File: config.mk
export PLATFORM = sky130hd
export DESIGN_NAME = pc_fetch
export DESIGN_NICKNAME = d
export VERILOG_FILES = /design/src/rtl/pc_fetch_pkg.sv /design/src/rtl/npc_calc.sv /design/src/rtl/pc_fetch.sv
export SDC_FILE = /design/constraint.sdc
export NUM_CORES = 1
export LEC_CHECK = 0
export ABC_AREA = 1
export CORE_ASPECT_RATIO = 0.9
export CORE_MARGIN = 2
export CORE_UTILIZATION = 35
export DETAILED_ROUTE_END_ITERATION = 8
export PLACE_DENSITY = 0.69
export SYNTH_ARGS = -nofsm -noshare
export SYNTH_HDL_FRONTEND = slang
export SYNTH_SLANG_ARGS = --single-unit
File: constraint.sdc
create_clock -name clk -period 6.4 [get_ports clk]
set_input_delay 1.92 -clock clk [delete_from_list [all_inputs] [get_ports clk]]
set_output_delay 1.92 -clock clk [all_outputs]
set_load 0.02 [all_outputs]
File: src/rtl/pc_fetch_pkg.sv
// Shared definitions for the fetch unit: reset vector, FSM encoding and the
// active-low Jump convention. Imported by pc_fetch and npc_calc.
package pc_fetch_pkg;

    localparam logic [31:0] RESET_PC      = 32'h0000_3000;
    localparam logic        JUMP_ASSERTED = 1'b0;

    typedef enum logic [1:0] {
        ST_IDLE  = 2'd0,
        ST_FETCH = 2'd1,
        ST_ISSUE = 2'd2
    } fetch_state_e;

    // Word offset of a branch: sign-extended immediate scaled to bytes.
    function automatic logic [31:0] branchOffset(input logic [15:0] imm);
        return {{14{imm[15]}}, imm, 2'b00};
    endfunction

endpackage

File: src/rtl/npc_calc.sv
// Combinational next-PC arithmetic: PC+4 and the redirect target selected by
// Jump-over-Branch priority. All sums wrap modulo 2^32.
module npc_calc
    import pc_fetch_pkg::*;
(
    input  logic [31:0] pc_i,
    input  logic        branch_i,
    input  logic        jumpN_i,
    input  logic        zero_i,
    input  logic [15:0] imm16_i,
    input  logic [25:0] target26_i,
    output logic [31:0] pcPlus4_o,
    output logic [31:0] target_o,
    output logic        redirect_o
);

    always_comb begin
        pcPlus4_o  = pc_i + 32'd4;
        target_o   = pcPlus4_o;
        redirect_o = 1'b0;
        if (jumpN_i == JUMP_ASSERTED) begin
            target_o   = {pcPlus4_o[31:28], target26_i, 2'b00};
            redirect_o = 1'b1;
        end else if (branch_i && zero_i) begin
            target_o   = pcPlus4_o + branchOffset(imm16_i);
            redirect_o = 1'b1;
        end
    end

endmodule

File: src/rtl/pc_fetch.sv
// Instruction fetch unit: IDLE -> FETCH -> ISSUE -> FETCH with an imem
// request/ack handshake. Define PC_FETCH_DELAY_SLOT_EN for branch delay slots.
module pc_fetch
    import pc_fetch_pkg::*;
(
    input  logic        clk,
    input  logic        reset,
    input  logic        Branch,
    input  logic        Jump,
    input  logic        Zero,
    input  logic [15:0] Imm16,
    input  logic [25:0] Target26,
    input  logic        Stall,
    output logic        imem_req,
    output logic [31:0] imem_addr,
    input  logic        imem_ack,
    input  logic [31:0] imem_rdata,
    output logic [31:0] Instr,
    output logic        InstrValid,
    output logic [31:0] PC,
    output logic [31:0] LinkAddr,
    output logic [31:0] RetireCnt
);

    fetch_state_e state_q, state_d;
    logic [31:0]  pc_q, pc_d;
    logic [31:0]  instr_q, instr_d;
    logic [31:0]  retireCnt_q, retireCnt_d;
    logic [31:0]  pcPlus4;
    logic [31:0]  redirectTarget;
    logic         redirect;
    logic         issueFire;

    npc_calc uNpcCalc (
        .pc_i       (pc_q),
        .branch_i   (Branch),
        .jumpN_i    (Jump),
        .zero_i     (Zero),
        .imm16_i    (Imm16),
        .target26_i (Target26),
        .pcPlus4_o  (pcPlus4),
        .target_o   (redirectTarget),
        .redirect_o (redirect)
    );

    assign issueFire = (state_q == ST_ISSUE) && !Stall;

    always_ff @(posedge clk) begin
        if (reset) state_q <= ST_IDLE;
        else       state_q <= state_d;
    end

    always_comb begin
        state_d = state_q;
        unique case (state_q)
            ST_IDLE:  state_d = ST_FETCH;
            ST_FETCH: if (imem_ack) state_d = ST_ISSUE;
            ST_ISSUE: if (!Stall)   state_d = ST_FETCH;
            default:  state_d = ST_IDLE;
        endcase
    end

    always_comb begin
        imem_req   = 1'b0;
        InstrValid = 1'b0;
        unique case (state_q)
            ST_FETCH: imem_req   = 1'b1;
            ST_ISSUE: InstrValid = 1'b1;
            default:  ;
        endcase
    end

    always_comb begin
        instr_d     = instr_q;
        retireCnt_d = retireCnt_q;
        if (state_q == ST_FETCH && imem_ack) instr_d = imem_rdata;
        if (issueFire) retireCnt_d = retireCnt_q + 32'd1;
    end

`ifdef PC_FETCH_DELAY_SLOT_EN
    logic        pendValid_q, pendValid_d;
    logic [31:0] pendTarget_q, pendTarget_d;

    // A taken redirect parks its target while the delay slot is fetched;
    // whatever the delay-slot instruction requests is dropped.
    always_comb begin
        pc_d         = pc_q;
        pendValid_d  = pendValid_q;
        pendTarget_d = pendTarget_q;
        if (issueFire) begin
            if (pendValid_q) begin
                pc_d        = pendTarget_q;
                pendValid_d = 1'b0;
            end else if (redirect) begin
                pc_d         = pcPlus4;
                pendValid_d  = 1'b1;
                pendTarget_d = redirectTarget;
            end else begin
                pc_d = pcPlus4;
            end
        end
    end

    always_ff @(posedge clk) begin
        if (reset) begin
            pendValid_q  <= 1'b0;
            pendTarget_q <= '0;
        end else begin
            pendValid_q  <= pendValid_d;
            pendTarget_q <= pendTarget_d;
        end
    end

    assign LinkAddr = pcPlus4 + 32'd4;
`else
    always_comb begin
        pc_d = pc_q;
        if (issueFire) pc_d = redirect ? redirectTarget : pcPlus4;
    end

    assign LinkAddr = pcPlus4;
`endif

    always_ff @(posedge clk) begin
        if (reset) begin
            pc_q        <= RESET_PC;
            instr_q     <= '0;
            retireCnt_q <= '0;
        end else begin
            pc_q        <= pc_d;
            instr_q     <= instr_d;
            retireCnt_q <= retireCnt_d;
        end
    end

    assign imem_addr = pc_q;
    assign PC        = pc_q;
    assign Instr     = instr_q;
    assign RetireCnt = retireCnt_q;

endmodule

==> results list, run 1 <==
* Number of instances in the synthesized netlist: ~1,300
- Across all layers, the routed design uses 8,810 vias.
- Counting flops with a built-in enable in the synthesized netlist gives 0.
- Final min period: 4870 ps
* Average detailed-routed wire length per instance: 16.1 µm
- Clock-pin slew on the worst setup and hold paths: 80 ps
* DRT iter0 DRCs: 817
- The mapped netlist covers 7630 µm².
- 243 I/O pins were placed.
- Nature of the critical path endpoint: primary output
* Type of element launching the critical path: register
- Once layout is done, the placed cells without fillers occupy 10,300 µm².
- Combined area of the multi-input logic cells: 4700 µm²
- Setup repair after global routing left no endpoint under its margin.
- Origin of the critical flop-to-flop path: PC[2]
- The clock drives 96 sinks.
* Cts bufs inserted: 9
* Worst flop-to-flop path endpoint: PC[26]
- Number of distinct standard cells referenced by the synthesized netlist: between 40 and 50
- Clock tree synthesis selected as its root buffer the cell clkbuf_16.
* Proportion of register bits with asynchronous set or reset after synthesis: 0%
- For the final database, setup skew stands at 14.4 ps.
- Bufs on Longest Clock Path: 2
- In this run the cell area measured after placement is roughly 10,000 µm².
- Via-per-instance ratio: 5.03
* Port-buffer cells: 236
- The die covers 23,000 µm².
- Slew margin rel.: between 10% and 20%
- Global-route wire length before repair: around 44,000 µm
- Setup slack, reg-to-reg: 2900 ps
- H-tree lvl count: 3
* Worst R2R Path Depth: 16
- Weighted congestion at the end of routability-driven global placement: 0.933
- Ratio of total power to cell area: between 100 and 150 nW/µm²
- Max-cap violations in this run came to 0.
- Hold Vio Cnt, Final: 0
* Class of the most critical setup path: reg -> out
* Final number of setup-violating endpoints: 0
* Diode count: 0
- For this run the aggregate overflow at the end of global routing stands at 0.
- The pre-antenna-repair detailed-routing pass consisted of 5 iterations.
- For the worst setup path, the data required time is ~4500 ps.
- The worst hold path passes through 2 cells.
- For hold timing, the worst endpoint is Instr[17].
- Total wirelength of the detailed-routed design: ~28,000 µm
- The number of hold buffers added after CTS was 0.
- Via count of the first global-routing pass: 8,139
- Primary flip-flop cell chosen by synthesis mapping: dfxtp_1
- Setup bufs post-CTS: 0
- In the final layout, the share of cells above drive strength 1 is 4.32%.
- The floorplan step defined a core boundary enclosing 21,500 µm².
- For this design the static power due to leakage is ~0.0044 µW.
* WP data arrival: 2950 ps
- Each instance of the synthesized netlist takes up on average 6.04 µm².
* Sequential area share after synthesis: approximately 25%
- Global routing used 24.0% of the available tracks across all layers.
- Once detail routing completed, the nets flagged for antenna violations numbered 0.
- From bottom edge to top edge, the die measures 144 µm.
* Antenna violations before repair: 1
* Max VDD drop: 0.104 mV
- Max-slew violation count: 0
- Entering global routing, the biggest net connects 64 pins.
- The initial utilization of the core area, before any placement, comes to 35.5%.
- For this run, design rule violations remaining after detail routing come to 0.
- Summing all flip-flop and latch instances after layout gives 1920 µm².
- The worst hold path begins at Instr[17].
- Site row count: slightly above 50
* Seq cells post-synth: between 90 and 100
* YS warnings: 0
- Die width: 160 µm
- The worst path uses 76.1% of the clock period.
* Path category of the worst min-delay check: reg -> reg
- The number of gates resized after CTS was 0.
* Upper clock frequency limit: about 200 MHz
- CTS tree: done
- Of all nets on the critical path, the largest fanout is 6.
* NumNets Final: 1,573
* Setup Total Neg Slack: 0 ps
- Clk Latency, worst-skew pair: 360 ps
- Detailed placement ended at an HPWL of 21,900 µm.
- At the pin with the least slew margin, the transition time is 1230 ps.
- Relative to the synthesized area, the layout overhead comes to 35.4%.
- Counting the fill cells in the layout gives 2,254.
- Measured on the finished design, the core utilization comes to 48.1%.
- The flow ran to the end, and the final reports show no timing, DRC or antenna violations.
-- cell families (layout without fill, tap and decap cells) --
group	Yosys count	in the layout	synth area share (%)
simple gates	671	671	38.1
xor+xnor	32	32	3.77
fa+ha+maj	38	38	6.33
flops	96	96	25.2
other cells	1	6	0.0491
compound gates	189	189	13.0
buf+inv	238	427	13.5
-- sequential cells by signal, indices dropped and copies added, names as in the netlist --
| signal | cells |
|---|---|
| PC | 30 |
| state_q | 2 |
| Instr | 32 |
| RetireCnt | 32 |
-- cells in the mapped netlist (7+ instances only) --
cell	instances	area [µm²]
a31oi_1	15	93.8
nand3_1	111	556
xnor2_1	7	61.3
inv_1	159	597
buf_4	36	270
a21oi_1	116	581
nand2_2	7	43.8
nand2_1	366	1370
nor2_2	10	62.6
dfxtp_1	96	1920
o21ai_0	39	195
xor2_1	24	210
nand4_1	12	75.1
nor2_1	104	390
ha_1	37	463
nor3_1	30	150
clkbuf_1	31	116
o21ai_1	7	35.0
inv_2	8	30.0
-- metrics by stage --
| stage | setup slack, ps | power (µW) | hold WS, ps | cells |
|---|---|---|---|---|
| 3_5_place_dp | 1710 | 971 | 452 | 1734 |
| 6_report | 1530 | 1540 | 463 | 1750 |
| 2_1_floorplan | 2790 | 826 | 540 | 1270 |
| 4_1_cts | 1550 | 1550 | 465 | 1750 |
| 5_1_grt | 1320 | 1600 | 477 | 1750 |
| 3_3_place_gp | 1690 | 970 | 447 | 1734 |
-- layout make-up --
| type | instances | area share, % |
|---|---|---|
| multi-input cells | 936 | 45.5 |
| repair buffers | 243 | 23.3 |
| flip-flops and latches | 96 | 18.6 |
| inverters | 168 | 6.10 |
| well taps | 291 | 3.52 |
| clock buffers | 9 | 2.18 |
| clock inverters | 7 | 0.787 |
-- critical path: stages, from the launching register on --
cell and delay, ps:
dfxtp_1 480, ha_1 310, nand3_1 200, nor2_1 180, nand2_1 160, nor2_4 210
nand2_1 170, xnor2_2 240, clkdlybuf4s50_1 650
-- routing by layer --
metal | part of all wire [%] | track usage (%) | vias up
met5 | 0.046 | 0 | -
met4 | 2.9 | 8.33 | 2
met3 | 7.8 | 5.31 | 51
met2 | 42 | 36.0 | 395
met1 | 47 | 33.9 | 3938
li1 | - | - | 4424
-- placed cells by master (no fill, tap or decap), types with 7 or more instances in the layout --
cell | Yosys | routed
a21oi_1 | 116 | 116
a31oi_1 | 15 | 15
buf_4 | 36 | 7
clkbuf_16 | 0 | 9
clkdlybuf4s50_1 | 0 | 235
dfxtp_1 | 96 | 96
ha_1 | 37 | 37
inv_1 | 159 | 159
inv_2 | 8 | 8
nand2_1 | 366 | 366
nand2_2 | 7 | 7
nand3_1 | 111 | 111
nand4_1 | 12 | 12
nor2_1 | 104 | 103
nor2_2 | 10 | 11
nor3_1 | 30 | 30
o21ai_0 | 39 | 39
o21ai_1 | 7 | 7
xnor2_1 | 7 | 7
xor2_1 | 24 | 24
-- worst max-delay path by stage --
stage                   start      endpoint  slack (ps)
finish                  PC[2]  LinkAddr[20]        1530
global route            PC[8]  LinkAddr[23]        1320
CTS                     PC[2]  LinkAddr[20]        1550
detailed placement  Imm16[15]        PC[28]        1710
global placement    Imm16[15]        PC[28]        1690
floorplan               PC[2]  LinkAddr[20]        2790
-- power by group --
group	internal [µW]	switching [µW]
Combinational	140	192
Sequential	612	16.7
Clock	281	295
(Power assumes the default switching activity.)
==> inputs of run 2 (changes only) <==
Clock period 6.4 ns to 4.7 ns, I/O delays scaled along.
==> run 2 against run 1 <==
- non-clock buffer count is 7 higher
- utilization is 0.19 points higher
- hold slack got worse by 2.1 ps
- wire length decreased by 1.7%
- critical path type unchanged
==> results list, run 2 (same netlist as run 1, synthesis figures left out) <==
- The flow ran to the end, and the final reports show no timing, DRC or antenna violations.
* Max VDD drop: about 0.15 mV
* CTS tree: done
- Final min period: 4240 ps
* Final Instance Count excl. Fillers: 1,757
* Die width: between 150 and 200 µm
- The die is 144 µm tall.
- Worst R2R Path Depth: 16
- Root cell of the clock tree: clkbuf_16
- After clock tree synthesis, the setup repair step added 0 buffers.
* Largest net degree at the start of global routing: 63
* Average detailed-routed wire length per instance: 15.8 µm
* Gates resized, CTS repair: 0
- For this run, the top clock speed supported by timing is 236 MHz.
* Final number of setup-violating endpoints: 0
* Worst Min Path Start: Instr[8]
- Setup Total Neg Slack: 0 ps
- Hold path cells: 2
- In this run the most used layer during global routing was met2.
- Number of filler instances in the final layout: 2,208
* Post-route antenna net violation count: 0
* Number of sinks driven by the clock tree: 96
- The via count of the first global-routing pass was 7,953.
- Leakage power summed over all cells: 0.00447 µW
- In this run the power density over the cells is roughly 200 nW/µm².
- Antenna violations before repair: 0
- Port-buffer cells: between 200 and 250
* Commonest non-fill, non-tap cells in the layout: nand2_1 (366), clkdlybuf4s50_1 (235), inv_1 (159)
- Register area: 1920 µm²
- Counting tap cells, the placed design contains a total of roughly 1,700 instances.
* Total wirelength of the detailed-routed design: 27,700 µm
- Die area: 23,000 µm²
- M3 GR Usage: 5.31%
- Most common cell after layout, fill and taps aside: nand2_1
- Bufs on Longest Clock Path: 2
- Met1 global-route usage: 33.0%
- The multi-input combinational cells in the finished layout cover a total of 4700 µm².
- Nature of the critical path endpoint: primary output
- Of all nets on the critical path, the largest fanout is 6.
* Detailed-routing iteration count for the pre-antenna-repair pass: 5
* Placeable Area: 21,500 µm²
- The critical path in this run is classified as reg -> out.
- Global routing consumed, over all layers together, 23.3% of the routing resources.
* Final setup skew: 9.21 ps
* Hold worst-path end: Instr[8]
- Type of element launching the critical path: register
- Number of remaining DRC errors: 0
- At the end of routability-driven placement, the weighted congestion stood at 0.971.
* Origin of the critical flop-to-flop path: PC[2]
- The final route contains 8,769 vias.
* Clk Latency, worst-skew pair: between 300 and 400 ps
- The number of slew-limit violations in the final report was 0.
- Global-route wire length before repair: around 43,000 µm
- At the pin with the least slew margin, the transition time is 1160 ps.
* Hold Vio Cnt, Final: 0
* DRT iter0 DRCs: 807
- Hold buffers post-CTS: 0
- Cts bufs inserted: 9
* Data required time of the critical path: 3290 ps
- The final layout contains 1,580 nets.
- The final critical path takes up 90.1% of the cycle.
- Layout cell share with drive strength beyond 1: ~4.8%
* Starting Density: 35.5%
- The tool flagged a number of max-cap violations equal to 0.
* Met2 layer usage reported by global route: 36.5%
- DP HPWL: 21,900 µm
- Diode count: 0
- Headroom to the max-slew limit came out at 22.7%.
- Across all register-to-register paths, the minimum setup slack is 1230 ps.
* RSZ-0062 raised after global routing: no
* Path category of the worst min-delay check: reg -> reg
- The clock tree synthesis step divided the H-tree into 3 levels.
- Boundary pin count: between 200 and 250
* Via-per-instance ratio: roughly 5.0
- From synthesis to final layout, the design area changed by 35.9%.
- Site row count: 51
* WP data arrival: 2830 ps
- Total power for the finished layout comes to slightly above 2000 µW.
* Worst flop-to-flop path endpoint: PC[26]
* Total gr overflow: 0
- Clock-pin slew on the worst setup and hold paths: about 80 ps
==> run 2: changes by cell type in the layout (fill, tap and decap cells not counted) <==
cell,change
inv_8,-1
clkinvlp_4,+1
clkinv_8,-1
inv_6,+1
buf_4,+7
==> run 2: layer usage <==
layer | routed length (µm) | part of all wire [%]
met1 | 13100 | 47
met2 | 12000 | 43
met3 | 2320 | 8.4
met4 | 319 | 1.2
met5 | 0 | 0
==> run 2: worst max path at each step <==
stage	endpoint	startpoint	slack (ps)
6_report	LinkAddr[23]	PC[9]	460
2_1_floorplan	LinkAddr[20]	PC[2]	1600
5_1_grt	LinkAddr[23]	PC[9]	290
3_5_place_dp	PC[28]	Imm16[15]	920
3_3_place_gp	PC[26]	Imm16[15]	910
4_1_cts	LinkAddr[20]	PC[2]	550
==> run 2: cell type report <==
type	count	share of cell area (%)
Clock inverter	7	0.675
Timing Repair Buffer	250	23.7
Multi-Input combinational cell	936	45.3
Clock buffer	9	2.17
Inverter	168	6.08
Sequential cell	96	18.5
Tap cell	291	3.51
==> run 2: through the flow <==
stage | hold slack [ps] | util (%) | cell area, µm² | worst slack (ps)
final | 460 | 48.3 | 10400 | 464
after global routing | 477 | 48.3 | 10400 | 295
after CTS | 464 | 48.3 | 10400 | 550
after detailed placement | 453 | 46.9 | 10100 | 924
after global placement | 448 | 46.9 | 10100 | 905
after floorplan | 540 | - | 7650 | 1600
==> run 2: power breakdown <==
group	switching, µW	internal [µW]
clock	380	375
sequential	20.5	834
combinational	264	193
total	664	1400
==> run 2: critical path, stage by stage (launching register included) <==
cell and delay (ps):
dfxtp_1 460, nand2_1 120, nor2_1 270, nand2_1 150, nor3_1 480, or2_1 190, and2_1 190, clkdlybuf4s50_1 620
==> inputs of run 3 (changes only) <==
Settings changed: DONT_BUFFER_PORTS from default to 1, GPL_ROUTABILITY_DRIVEN from default to 1, PLACE_DENSITY 0.69 to 0.55.
Clock period 4.7 ns to 5.1 ns, I/O delays scaled along.
==> run 3 against run 2 <==
- non-clock buffer count down 236
- hold slack better by 98 ps
- clock skew up 3.8 ps
- worst setup slack better by 380 ps
- wire length down 0.98%
- flip-flop and latch count unchanged
- global-route usage down 0.26 points
- critical path depth down 2
==> results list, run 3 (same netlist as run 1, synthesis figures left out) <==
- The flow ran to the end, and the final reports show no timing, DRC or antenna violations.
- Post-route fraction of the period consumed by the critical path: 83.5%
- Clock-pin slew on the worst setup and hold paths: roughly 80 ps
* Detailed-routing iteration count for the pre-antenna-repair pass: 5
- DRT iter0 DRCs: around 690
- Final min period: 4260 ps
- DR vias: 7,878
- The number of slew-limit violations in the final report is 0.
- DP HPWL: between 20,000 and 25,000 µm
- The worst-case IR drop observed on VDD is 0.127 mV.
- The die is approximately 140 µm tall.
- Entering global routing, the biggest net connects 64 pins.
* Die width: 160 µm
- Final number of setup-violating endpoints: 0
- The tree built by TritonCTS fans out to 96 sinks.
* Setup Total Neg Slack: 0 ps
* GRT Overall Usage: ~23%
* CTS tree: done
- Slew of the pin with the lowest slew margin: 1080 ps
* Final setup skew: 13.1 ps
- STA classifies the critical path endpoint as a primary output.
- The floorplan step defined a die boundary enclosing 23,000 µm².
* Site row count: 51
- Port-buffer cells: 0
* WP data arrival: between 2000 and 3000 ps
* Most common cell after layout, fill and taps aside: nand2_1
- Measured against its own limit, the worst slew margin works out to 27.6%.
* Class of the most critical setup path: reg -> out
- Data required time of the critical path: ~3600 ps
- The number of antenna violations at the first check in global routing came to 1.
- Post-route antenna net violation count: 0
* Largest fanout of any net on the critical path: 6
* Via count of the first global-routing pass: 7,014
- Final hold slack: between 500 and 600 ps
- Placed Instances: around 1,500
- Average detailed-routed wire length per instance: 18.0 µm
- Starting Density: about 36%
- Bufs on Longest Clock Path: 2
* Root cell of the clock tree: clkbuf_16
* RSZ-0062 raised after global routing: no
- The count of final hold-check violations is 0.
- Type of element launching the critical path: register
- Path category of the worst min-delay check: reg -> reg
* Ratio of total power to cell area: 225 nW/µm²
- After the flow finishes, the layout carries non-filler instances totaling 1,522.
- At the end of the flow, the number of nets in the layout was 1,344.
- 243 I/O pins were placed.
- From synthesis to final layout, the design area changed by 5.23%.
- The top cell types in the final layout, fill and taps aside, are nand2_1 (366), inv_1 (159), a21oi_1 (116).
- H-tree lvl count: 3
* Via-per-instance ratio: 5.18
- Upper clock frequency limit: 235 MHz
* Total gr overflow: 0
- Clk Latency, worst-skew pair: 360 ps
- Of the cells placed in the final design, the portion with a size suffix greater than 1 is 5.61%.
* Number of remaining DRC errors: 0
* Gates resized, CTS repair: 0
* Setup bufs post-CTS: 0
- Total wirelength of the detailed-routed design: between 20,000 and 30,000 µm
- Post-placement setup slack: approximately 1200 ps
- The total area inside the core boundary comes to 21,500 µm².
* Hold buffers post-CTS: 0
- At the end of routability-driven placement, the weighted congestion stood at 0.946.
* Setup WS post-layout: 843 ps
- The tool flagged a number of max-cap violations equal to 0.
- Global-route wire length before repair: between 40,000 and 50,000 µm
- Clock tree synthesis inserted a total of 9 buffers.
- Leakage power summed over all cells: 0.00363 µW
- Power comes to 1800 µW.
run 3: cell types whose count changed in the layout (fill, tap and decap cells not counted), sizes merged:
cell           delta
buf               -1
clkdlybuf4s50   -235
clkinv            +1
clkinvlp          -1
diode             +1
run 3: worst paths after layout:
path,start,cells past startpoint,slack (ps),endpoint
worst max-delay path,PC[2],5,840,LinkAddr[17]
worst min-delay path,Instr[20],2,560,Instr[20]
worst max register to register,PC[2],15,1140,PC[28]
worst min register to register,Instr[20],2,560,Instr[20]
run 3: where the power goes:
group | switching, µW | leakage, µW | internal [µW] | total (µW)
Clock | 378 | 0.000150 | 352 | 730
Sequential | 48.3 | 0.000777 | 768 | 817
Combinational | 182 | 0.00270 | 74.7 | 257
Total | 609 | 0.00363 | 1200 | 1800
run 3: layout make-up:
| cell class | instances | area (µm²) |
|---|---|---|
| antenna | 1 | 2.50 |
| clock buffer | 9 | 225 |
| clock inverter | 7 | 81.3 |
| fill | 2394 | 13500 |
| inverter | 168 | 631 |
| multi-input combinational | 936 | 4700 |
| sequential | 96 | 1920 |
| tap | 291 | 364 |
| timing repair buffer | 14 | 105 |
run 3: through the flow:
step	util, %	instance area [µm²]
finish	37.4	8030
global route	37.3	8030
CTS	37.3	8030
detailed placement	35.9	7720
global placement	35.9	7720
floorplan	-	7650
run 3: metal layers:
layer	track usage [%]	vias to the layer above	share of wire (%)
met4	6.70	0	1.8
met2	35.3	368	42
li1	-	3942	-
met3	7.51	33	10
met5	0	-	0
met1	31.0	3535	46
run 3: critical path, cell delays in order, from the launching register on:
cell and delay (ps):
dfxtp_1 750, inv_2 250, nor2_2 350, nand2_1 210, nor2_1 180, xor2_1 620
==> patch, RTL diff (config.mk and constraints of run 3) <==
Take the reset off `instr_q` and load it in a clocked block of its own.
--- a/src/rtl/pc_fetch.sv
+++ b/src/rtl/pc_fetch.sv
@@ -124,13 +124,15 @@
     always_ff @(posedge clk) begin
         if (reset) begin
             pc_q        <= RESET_PC;
-            instr_q     <= '0;
             retireCnt_q <= '0;
         end else begin
             pc_q        <= pc_d;
-            instr_q     <= instr_d;
             retireCnt_q <= retireCnt_d;
         end
+    end
+
+    always_ff @(posedge clk) begin
+        instr_q <= instr_d;
     end
 
     assign imem_addr = pc_q;
Function: differs if reset is asserted again (counterexample within 4 cycles, from zero or initial values and one cycle with reset high); with reset held inactive, the same outputs for 10 cycles.
==> patch against run 3 <==
  * Critical path depth up 2
  * Routed wire length fell by 5.0%
  * Power rose by 0.18%
  * Maximum frequency shrank 9.1%
  * Cell count is 13% lower
  * Sequential cell count stayed put
  * Via count decreased by 9.5%
  * Largest cell class unchanged
  * Worst setup slack got worse by 0.43 ns
  * Synthesized area is 5.1% lower
  * Highest routed layer unchanged
  * Final area decreased by 4.0%
==> patch: results (changes against run 3) <==
## Placed design
• **Placement Setup Slack** 0.821 ns, -0.416 ns
• **# placed instances** 1,315, -13%
• **Area after DPL** 7410 µm², -4.1%
• **routability cong.** 0.960, +1.5%

## Critical path
• **cell at the slowest stage of the critical path** sky130_fd_sc_hd__dfxtp_1
• **Data arrival, critical path** 3.16 ns, +0.43 ns
• **critical-path maximum fanout** 7, +1
• **crit-path leading delay family** simple AND/OR/NAND/NOR gates

## Synth
• **Area contributors post-synth** sky130_fd_sc_hd__dfxtp_1, sky130_fd_sc_hd__nand2_1, sky130_fd_sc_hd__edfxtp_1, sky130_fd_sc_hd__inv_1, sky130_fd_sc_hd__a21oi_1
• **Adder-Cell Fraction of Synth Area** 6.66%, +0.34 points
• **Synth top cells by count** sky130_fd_sc_hd__nand2_1, sky130_fd_sc_hd__inv_1, sky130_fd_sc_hd__nor2_1
• **number of enable-type register cells in the synthesized netlist** 32, +32
• **number of unique standard cell types used by synthesis** 40, -4.8%
• **complex-gate fraction of the synthesized area** 13.2%, +0.20 points
• **sequential fraction of the synthesis area** 30.9%, +5.8 points

## Power and ir drop
• **Power Internal** 0.00123 W, +3.0%
• **total clock network power** 0.000717 W, -2%
• **power consumption** 0.00181 W, +0.18%
• **Leakage Power** 3.26 nW, -10%
• **Max rail drop VDD** 0.132 mV, +3.8%
• **Power Density** 234 nW/µm², +4.4%

## Floorplanning
• **floorplan die area** 21,900 µm², -4.9%

## Finish
• **sequential share of cell area** 29.1%, +5.2 points
• **proportion of final cell area spent on non-clock buffers** 2.05%, +0.74 points
• **Final Net Count** 1,190, -11%
• **layout cells sized above 1** 5.95%, +0.34 points
• **multi-input gate share of the layout cell area** 54.0%, -4.5 points
• **clock-cell share of area** 3.91%, +0.096 points
• **Signal inverters** 140, -17%

## Global route
• **met2 Use GR** 35.6%, +0.32 points
• **pin count of the biggest net entering global routing** 45, -30%
• **GR met3 Demand/Resource** 8.32%, +0.81 points
• **via count of the first global-routing pass** 6,572, -6.3%
• **global-route met1 utilization** 30.2%, -0.78 points
• **global routing usage summed across all routing layers** 23.3%, +0.23 points
• **first-pass GRT wire length** 38,700 µm, -6.3%

## Route
• **top sig layer** met4
• **total vias in the final route** 7,129, -9.5%
• **average vias per placed instance** 5.36, +3.5%
• **sum of routed wire segments on met1** 11,200 µm, -11%
• **wire length on met3** 2870 µm, +3.9%
• **count of routing violations after the opening detailed-route iteration** 614, -11%
• **met2 wire len** 11,200 µm, -3.0%

## Timing
• **normalized max-slew margin** 24.3%, -3.3 points
• **final clock skew** 0.0172 ns, +0.00413 ns

## Run status
• **result of the run** finished, final reports clean

==> patch: changes by cell type in the layout (fill, tap and decap cells not counted), sizes merged, moves of 5 or more <==
cell,before,now
nor3,30,40
a21oi,116,93
nand3,111,69
o21ai,46,51
xnor2,8,14
buf,14,21
nor4,4,9
inv,171,144
nand2,374,288
nor2,120,105
dfxtp,96,64
edfxtp,0,32
o21bai,3,10
a31oi,15,10
==> patch: final timing paths <==
path / from / to / slack (ns) / depth (start not counted)
worst min register to register: RetireCnt[31]$_SDFFE_PP0P_ / RetireCnt[31]$_SDFFE_PP0P_ / 0.57 / 2
worst max-delay path: PC[2]$_SDFFE_PP0P_ / LinkAddr[26] / 0.41 / 7
worst min-delay path: RetireCnt[31]$_SDFFE_PP0P_ / RetireCnt[31]$_SDFFE_PP0P_ / 0.57 / 2
worst max register to register: PC[2]$_SDFFE_PP0P_ / PC[31]$_SDFFE_PP0P_ / 0.67 / 20
